## src/rtl/seq_decoder.sv

```systemverilog
// ebpc_pkg: shared widths and the decoded block type.
// seq_decoder: bit-serial decoder turning a symbol stream back into base + bit planes.
package ebpc_pkg;
  localparam int DATA_W = 8;
  localparam int BLOCK_SIZE = 8;
  localparam int PW = BLOCK_SIZE - 1;
  localparam int LW = $clog2(DATA_W);
  typedef struct packed {
    logic [DATA_W-1:0]        base;
    logic [DATA_W:0][PW-1:0]  dbp;
    logic                     flush;
  } dbp_block_t;
endpackage

module seq_decoder import ebpc_pkg::*; (
  input  logic              clk_i,
  input  logic              rst_ni,
  input  logic [DATA_W-1:0] data_i,
  input  logic              last_i,
  input  logic              vld_i,
  output logic              rdy_o,
  output dbp_block_t        dbp_block_o,
  output logic              vld_o,
  input  logic              rdy_i,
  output logic              err_o,
  output logic              idle_o
);
  localparam int PLW = $clog2(PW);
  localparam int BW = 2 * DATA_W;
  localparam int FW = $clog2(BW + 1);
  localparam int PIW = $clog2(DATA_W + 1);
  localparam int RW = LW + 1;
  localparam logic [1:0] S_BASE = 2'd0, S_DECODE = 2'd1, S_ZRUN = 2'd2, S_OUT = 2'd3;

  logic [1:0]               state_q;
  logic [BW-1:0]            buf_q, buf_nxt;
  logic [FW-1:0]            fill_q, fill_sub, fill_nxt, cons, sym_len;
  logic [PIW-1:0]           p_q, p_up;
  logic [RW-1:0]            rem_q, run_len, eff_run;
  logic [DATA_W-1:0]        base_q, top;
  logic [DATA_W:0][PW-1:0]  dbp_q;
  logic [PW-1:0]            dbx, prev, pos_bit;
  logic [PLW-1:0]           pos;
  logic last_q, err_q, is_run, force_zero, sym_ok, run_over, acc, clr, has_base;

  assign top = buf_q[BW-1 -: DATA_W];
  assign pos = top[DATA_W-6 -: PLW];
  assign pos_bit = {1'b1, {(PW-1){1'b0}}} >> pos;

  // Symbol classification from the MSB-aligned window; valid only once fill covers sym_len.
  always_comb begin
    sym_len = FW'(1 + PW);
    dbx = top[DATA_W-2 -: PW];
    is_run = 1'b0;
    force_zero = 1'b0;
    if (!top[DATA_W-1]) begin
      dbx = '0;
      if (top[DATA_W-2]) sym_len = FW'(2);
      else if (top[DATA_W-3]) begin
        sym_len = FW'(3 + LW);
        is_run = 1'b1;
      end else begin
        sym_len = top[DATA_W-4] ? FW'(5 + PLW) : FW'(5);
        dbx = top[DATA_W-4] ? (top[DATA_W-5] ? pos_bit : pos_bit | (pos_bit >> 1))
                            : (top[DATA_W-5] ? '0 : '1);
        force_zero = !top[DATA_W-4] && top[DATA_W-5];
      end
    end
  end

  assign run_len = RW'(top[DATA_W-4 -: LW]) + RW'(2);
  assign p_up = p_q + PIW'(1);
  assign prev = (p_q == PIW'(DATA_W)) ? '0 : dbp_q[p_up];
  assign run_over = run_len > RW'(p_up);
  assign eff_run = run_over ? RW'(p_up) : run_len;
  assign sym_ok = fill_q >= sym_len;
  assign has_base = fill_q >= FW'(DATA_W);
  assign cons = (state_q == S_BASE && has_base) ? FW'(DATA_W) :
                (state_q == S_DECODE && sym_ok) ? sym_len : '0;
  // Padding left after a final word is dropped, either on the flushing handshake or when too short for a base.
  assign clr = last_q && (state_q == S_OUT ? rdy_i : state_q == S_BASE && !has_base);
  assign fill_sub = fill_q - cons;
  assign rdy_o = !last_q && fill_sub <= FW'(DATA_W);
  assign acc = vld_i && rdy_o;
  assign fill_nxt = clr ? '0 : fill_sub + (acc ? FW'(DATA_W) : '0);
  assign buf_nxt = clr ? '0 : (buf_q << cons) | (acc ? {data_i, {DATA_W{1'b0}}} >> fill_sub : '0);

  always_ff @(posedge clk_i or negedge rst_ni) begin
    if (!rst_ni) begin
      state_q <= S_BASE;
      buf_q <= '0;
      fill_q <= '0;
      p_q <= PIW'(DATA_W);
      rem_q <= '0;
      base_q <= '0;
      dbp_q <= '0;
      last_q <= 1'b0;
      err_q <= 1'b0;
    end else begin
      buf_q <= buf_nxt;
      fill_q <= fill_nxt;
      if (acc && last_i) last_q <= 1'b1;
      if (clr) last_q <= 1'b0;
      case (state_q)
        S_BASE: if (has_base) begin
          base_q <= top;
          p_q <= PIW'(DATA_W);
          state_q <= S_DECODE;
        end
        S_DECODE: if (sym_ok) begin
          dbp_q[p_q] <= force_zero ? '0 : dbx ^ prev;
          p_q <= p_q - PIW'(1);
          rem_q <= eff_run - RW'(1);
          if (is_run && run_over) err_q <= 1'b1;
          state_q <= (p_q == '0) ? S_OUT : (is_run && eff_run > RW'(1)) ? S_ZRUN : S_DECODE;
        end
        S_ZRUN: begin
          dbp_q[p_q] <= prev;
          p_q <= p_q - PIW'(1);
          rem_q <= rem_q - RW'(1);
          state_q <= (p_q == '0) ? S_OUT : (rem_q == RW'(1)) ? S_DECODE : S_ZRUN;
        end
        default: if (rdy_i) state_q <= S_BASE;
      endcase
    end
  end

  assign vld_o = state_q == S_OUT;
  assign err_o = err_q;
  assign idle_o = state_q == S_BASE && fill_q == '0 && !last_q;
  assign dbp_block_o.base = base_q;
  assign dbp_block_o.dbp = dbp_q;
  assign dbp_block_o.flush = vld_o && last_q;
endmodule

```

## config.mk

```make
export PLATFORM = sky130hd
export DESIGN_NAME = seq_decoder
export DESIGN_NICKNAME = d
export VERILOG_FILES = /design/src/rtl/seq_decoder.sv
export SDC_FILE = /design/constraint.sdc
export NUM_CORES = 1
export LEC_CHECK = 0
export ABC_AREA = 0
export BUFFER_PORTS_ARGS = -buffer_cell sky130_fd_sc_hd__buf_2
export CORE_UTILIZATION = 40
export DETAILED_ROUTE_END_ITERATION = 7
export PLACE_DENSITY = 0.57
export SLEW_MARGIN = 20
export SYNTH_ARGS = -nofsm -noshare
export SYNTH_HDL_FRONTEND = slang
export SYNTH_SLANG_ARGS = --single-unit
```

## constraint.sdc

```tcl
create_clock -name clk_i -period 5.4 [get_ports clk_i]
set_clock_uncertainty 0.05 [all_clocks]
set_input_delay 1.08 -clock clk_i [delete_from_list [all_inputs] [get_ports clk_i]]
set_output_delay 1.08 -clock clk_i [all_outputs]
set_load 0.01 [all_outputs]
```

==> results.md, run 1 <==
- Placed Area: 0.007278 mm2
- # clock sinks: 104
- WL final: 19.92 mm
- Worst endpoint required time: 4.27 ns
- First-pass GRT wire length: 31.64 mm
- DR pass1 iterations: 5
- Synth warn: 0
- Max-slew violations: 0
- WL per Instance: 19.06 um
- Util after Layout: 0.4751
- Antenna viol nets, final: 0
- Minimum clock period: 5.176 ns
- Share of layout cells above drive strength 1: 0.2268
- # IOs: 89
- Die Outline Area: 0.01718 mm2
- Root Buffer: clkbuf_16
- Max cap viols: 0
- Outcome: finished clean
- Port buffer count: 88
- Hold crit path type: reg2reg
- Area delta synth->final: 14.52%
- Ys async rst share: 1.000
- Worst slew pin tran: 0.8777 ns
- Initial antenna violation count: 0
- CORE AREA: 0.01606 mm2
- Final setup fails: 0
- Fin area: 0.007630 mm2
- Synthesized Nets: 790
- Final Hold Viols: 0
- Critical Path End Type: output pin
- Largest net degree at the start of global routing: 62
- Commonest non-fill, non-tap cell in the layout: nand2_1
- FP Rows: 46
- Starting Density: 0.4149
- Reg clk slew, reported paths: 0.07 ns
- Net count, final: 865
- Total Routing Usage GR: 0.2457
- Clock Latency Late Sink: 0.36 ns
- WS Path Type: reg2out
- #FFs+latches synth: 104
- Synthesized cell area: 0.006663 mm2
- Number of diodes: 0
- F_max: 193.2 MHz
- Most frequent cells in the layout: nand2_1, dfrtp_1, o21ai_0, buf_2, a21oi_1
- Setup TNS: 0 ns
- CTS tree: built
- Critical Path AT: 4.05 ns
- Die width: 131.1 um
- Vias post-DR: 5955
- # DRC: 0
- Clk buf depth: 2
- Die height: 131.1 um
- First DRT Iteration DRCs: 439
- # hold bufs at CTS: 0
- GP Congestion: 0.8752
- Post-synth EDFFs: 0
- Max H-tree Level: 3
- Primary FF master, synth: dfrtp_1
- Post-Syn Area per Cell: 8.895 um2
- DPL Wire Length: 14.92 mm
- Via density: 5.699
- Slew HR: 0.4113
- Fillers: 1586
- Cells after synthesis: 749
- Sequential area share after synthesis: 0.3908
- Final Cycle Share: 0.9584
- CTS Buf Count: 9
- Vias in the first global route: 5723
- Synth unique cells: 79
- Grt ovf: 0
- CP max FO: 21
- CP Launch Type: flop
==> metrics by stage <==
stage	setup WS (ns)	hold slack [ns]	std cells
2_1_floorplan	0.6287	0.4617	749
3_3_place_gp	0.5365	0.4133	1026
3_5_place_dp	0.3926	0.4213	1026
4_1_cts	0.05315	0.4453	1042
5_1_grt	-0.002229	0.4751	1045
6_report	0.2245	0.4435	1045
==> cells in the mapped netlist, drive strengths merged (12+ instances only) <==
cell type,count,area (um2)
nand3,31,160.1
nor2,51,225.2
inv,28,105.1
mux4,14,315.3
ha,27,337.8
a211oi,12,95.09
a21oi,49,252.8
nor3,18,111.4
dfrtp,103,2577
buf,18,120.1
nand2,117,444.2
mux2,17,191.4
o21ai,116,599.3
clkbuf,24,90.09
==> area by class of cell <==
| cell class | instances | area [um2] | share of cell area |
|---|---|---|---|
| inverter | 29 | 112.6 | 0.01476 |
| multi-input combinational | 574 | 3764 | 0.4933 |
| clock inverter | 7 | 71.32 | 0.009347 |
| tap | 216 | 270.3 | 0.03542 |
| timing repair buffer | 106 | 581.8 | 0.07625 |
| sequential | 104 | 2605 | 0.3414 |
| clock buffer | 9 | 225.2 | 0.02952 |
==> per-layer routing <==
| layer | part of all wire | global-route usage | routed length (um) |
|---|---|---|---|
| met5 | 0 | 0 | 0 |
| met4 | 0.019 | 0.08181 | 379 |
| met3 | 0.045 | 0.02760 | 905 |
| met2 | 0.47 | 0.3900 | 9327 |
| met1 | 0.47 | 0.3492 | 9307 |
==> worst max-delay path: stages, from the launching register on <==
cell and delay [ns]:
dfrtp_1 0.40, buf_4 0.22, or2_2 0.43, ha_1 0.22
a21o_1 0.21, a211oi_4 0.32, a21o_1 0.24, buf_6 0.22
nor2_8 0.06, inv_2 0.20, ha_1 0.28, nand3b_1 0.08
nand2_1 0.13, xnor2_4 0.24, a31oi_1 0.09, nor3_1 0.20
buf_2 0.16
==> state kept, by name, indices dropped and copies added (netlist names) <==
name,count
rem_q,4
fill_q,5
last_q,1
dbp_block_o,63
buf_q,16
state_q,2
p_q,4
base_q,8
err_o,1
==> path summary, 6_finish.rpt <==
path	startpoint	to	slack [ns]	cells after the start
worst min register to register	base_q[4]	base_q[4]	0.44	2
worst max-delay path	buf_q[15]	rdy_o	0.22	16
min in group asynchronous	rst_ni	dbp_block_o[11]	0.74	1
worst max register to register	buf_q[15]	buf_q[15]	0.82	20
max in group asynchronous	rst_ni	buf_q[13]	3.36	2
worst min-delay path	base_q[4]	base_q[4]	0.44	2
==> logic make-up (layout without fill, tap and decap cells) <==
kind of cell	after synthesis	count (layout)	synth area share
adders and majority gates	28	28	0.05371
AOI/OAI and AO/OA	236	236	0.2133
and+or+nand+nor	259	259	0.1861
DFF	104	104	0.3908
buffers and inverters	71	151	0.04789
muxes	41	41	0.09108
xor gates and xnor gates	10	10	0.01709
==> what timing repair did <==
action | in CTS | in global routing
setup buffers | 0 | 3
resized for setup | 1 | 6
endpoints found under the setup margin | 1 | 1
pin swaps | 0 | 2
Power of run 1 is left out: the tool's default activity adds up to more than one toggle a clock period on the data nets, which glitch-free logic cannot reach.
==> run 2: changes to the inputs <==
Settings changed: RECOVER_POWER set to 100, SETUP_SLACK_MARGIN set to 0.3.
==> run 2 against run 1 <==
Net effect: worst setup slack improved by 0.15 ns; sequential share of layout area hardly changed; count of clock-buffer cells in the layout unchanged; die area unchanged; flip-flop and latch count unchanged; the run now ends with capacitance limit, slew limit left; critical path type unchanged.
==> results.md, run 2 (synthesis results as in run 1) <==
- Max H-tree Level: 3 (unchanged)
- Grt ovf: 0 (unchanged)
- Clock Latency Late Sink: 0.36 ns (about the same)
- Via density: 5.701 (about the same)
- DR pass1 iterations: 5 (unchanged)
- First DRT Iteration DRCs: 505 (+15%)
- Total Routing Usage GR: 0.2469 (+0.001233)
- Final Cycle Share: 0.9309 (-0.02756)
- Reg-to-reg setup timing slack: 0.48 ns (-0.34 ns)
- Worst Hold Path EP: base_q[1]
- Net count, final: 879 (+1.6%)
- Final Hold Viols: 0 (unchanged)
- Vias in the first global route: 5775 (+0.91%)
- CP max FO: 21 (unchanged)
- Worst R2R Start: buf_q[15]
- Port buffer count: 88 (unchanged)
- Max cap viols: 1 (+1)
- Die width: 131.1 um (unchanged)
- Critical Path End Type: output pin
- RSZ-0062 raised after global routing: no
- Starting Density: 0.4149 (unchanged)
- Outcome: complete, but fails checks
- F_max: 198.9 MHz (+3.0%)
- Initial antenna violation count: 0 (unchanged)
- FF-to-FF End: buf_q[15]
- FP Rows: 46 (unchanged)
- Max reg flops: 63 (unchanged)
- Vias post-DR: 6037 (+1.4%)
- Reg2Reg Depth: 21 (+5.0%)
- Die height: 131.1 um (unchanged)
- Hold Path Origin: base_q[1]
- Root Buffer: clkbuf_16
- Max incr delay on CP: 0.41 ns (-0.02 ns)
- CORE AREA: 0.01606 mm2 (unchanged)
- WL per Instance: 18.95 um (-0.57%)
- Worst endpoint required time: 4.27 ns (about the same)
- Crit path max-delay cell type: dfrtp_1
- Slew HR: -1.329 (-1.740)
- GP Congestion: 0.8752 (unchanged)
- Minimum clock period: 5.027 ns (-0.1488 ns)
- First-pass GRT wire length: 31.84 mm (+0.61%)
- Critical Path AT: 3.90 ns (-0.15 ns)
- Hold crit path type: reg2reg
- Largest net degree at the start of global routing: 62 (unchanged)
- # IOs: 89 (unchanged)
- # DRC: 0 (unchanged)
- # clock sinks: 104 (unchanged)
- Commonest non-fill, non-tap cell in the layout: nand2_1
- Max-slew violations: 62 (+62)
- Final setup fails: 0 (unchanged)
- CTS Buf Count: 9 (unchanged)
- CTS tree: built
- Clk buf depth: 2 (unchanged)
- Worst slew pin tran: 3.494 ns (+2.616 ns)
- Most frequent cells in the layout: nand2_1, o21ai_0, dfrtp_1, clkbuf_1, a21oi_1
- Critical Path, Cell by Cell: buf_6 > nor3_4 > nand2_1 > clkinvlp_4 > ha_1 > inv_1 > a21o_1 > a21o_1 > nor2_4 > inv_2 > ha_1 > a21oi_1 > nand2_2 > xnor2_4 > a31oi_1 > nor3_1 > buf_2
- Setup TNS: 0 ns (unchanged)
- Share of layout cells above drive strength 1: 0.1329 (-0.09392)
- Area delta synth->final: 14.50% (about the same)
- Number of diodes: 0 (unchanged)
- Reg clk slew, reported paths: 0.08 ns (about the same)
- CP Launch Type: flop
- Fillers: 1618 (+2.0%)
- WS Path Type: reg2out
- Die Outline Area: 0.01718 mm2 (unchanged)
- Hold Path Stages: 2 (unchanged)
- DPL Wire Length: 14.92 mm (unchanged)
- WL final: 20.07 mm (+0.76%)
- Antenna viol nets, final: 0 (unchanged)
- Violated checks: capacitance limit, slew limit
run 2: changes by cell type in the layout (fill, tap and decap cells not counted), moves of 2 or more:
cell / previous run / this run
clkbuf_1: 0 / 80
buf_2: 87 / 12
o21ai_0: 101 / 112
o21ai_1: 12 / 1
mux2_1: 0 / 9
mux2_2: 17 / 8
buf_4: 18 / 26
inv_2: 5 / 2
inv_4: 0 / 2
run 2: layer usage:
layer,part of all wire,GRT usage,vias up,wire [um]
met1,0.47,0.3464,2955,9383
met3,0.046,0.02922,30,920
met2,0.47,0.3950,183,9358
met4,0.020,0.08519,0,407
li1,-,-,2869,-
met5,0,0,-,0
run 2: critical path, delay by kind of cell (launching register included):
kind / cells / cell delay (ns)
buffers and inverters: 5 / 0.74
XOR/XNOR: 1 / 0.18
AO/OA/AOI/OAI: 4 / 0.74
AND/OR/NAND/NOR: 5 / 0.79
flip-flops: 1 / 0.41
adder cells (fa/ha/maj): 2 / 0.68
run 2: how the worst max path moves through the flow:
stage	slack, ns	depth (start not counted)	endpoint	start
after floorplan	0.63	14	rdy_o	buf_q[15]
after global placement	0.54	15	rdy_o	buf_q[13]
after detailed placement	0.39	15	rdy_o	buf_q[13]
after CTS	0.34	17	rdy_o	buf_q[14]
after global routing	0.18	17	rdy_o	buf_q[15]
final	0.37	17	rdy_o	buf_q[15]
run 2: cell type report:
class	instances	area [um2]	area share
Clock buffer	9	225.2	0.02952
Clock inverter	7	71.32	0.009349
Inverter	29	117.6	0.01542
Multi-Input combinational cell	574	3751	0.4917
Sequential cell	104	2606	0.3416
Tap cell	216	270.3	0.03543
Timing Repair Buffer	120	586.8	0.07692
run 2: timing repair:
item                       in CTS  in global routing
setup endpoints to repair       1                  1
hold buffers                    0                  0
gates resized for setup         8                 14
pin swaps                       3                 10
buffers inserted                2                 15
run 2: per-stage QoR:
| step | std cells | setup slack, ns | area, um2 | util | hold WS [ns] |
|---|---|---|---|---|---|
| 5_1_grt | 1059 | 0.1786 | 7629 | 0.4751 | 0.4773 |
| 2_1_floorplan | 749 | 0.6287 | 6663 | - | 0.4617 |
| 3_5_place_dp | 1026 | 0.3926 | 7278 | 0.4532 | 0.4213 |
| 4_1_cts | 1044 | 0.3377 | 7625 | 0.4748 | 0.4453 |
| 3_3_place_gp | 1026 | 0.5365 | 7278 | 0.4532 | 0.4133 |
| 6_report | 1059 | 0.3733 | 7629 | 0.4751 | 0.4472 |
Power of run 2 is left out for the same reason.
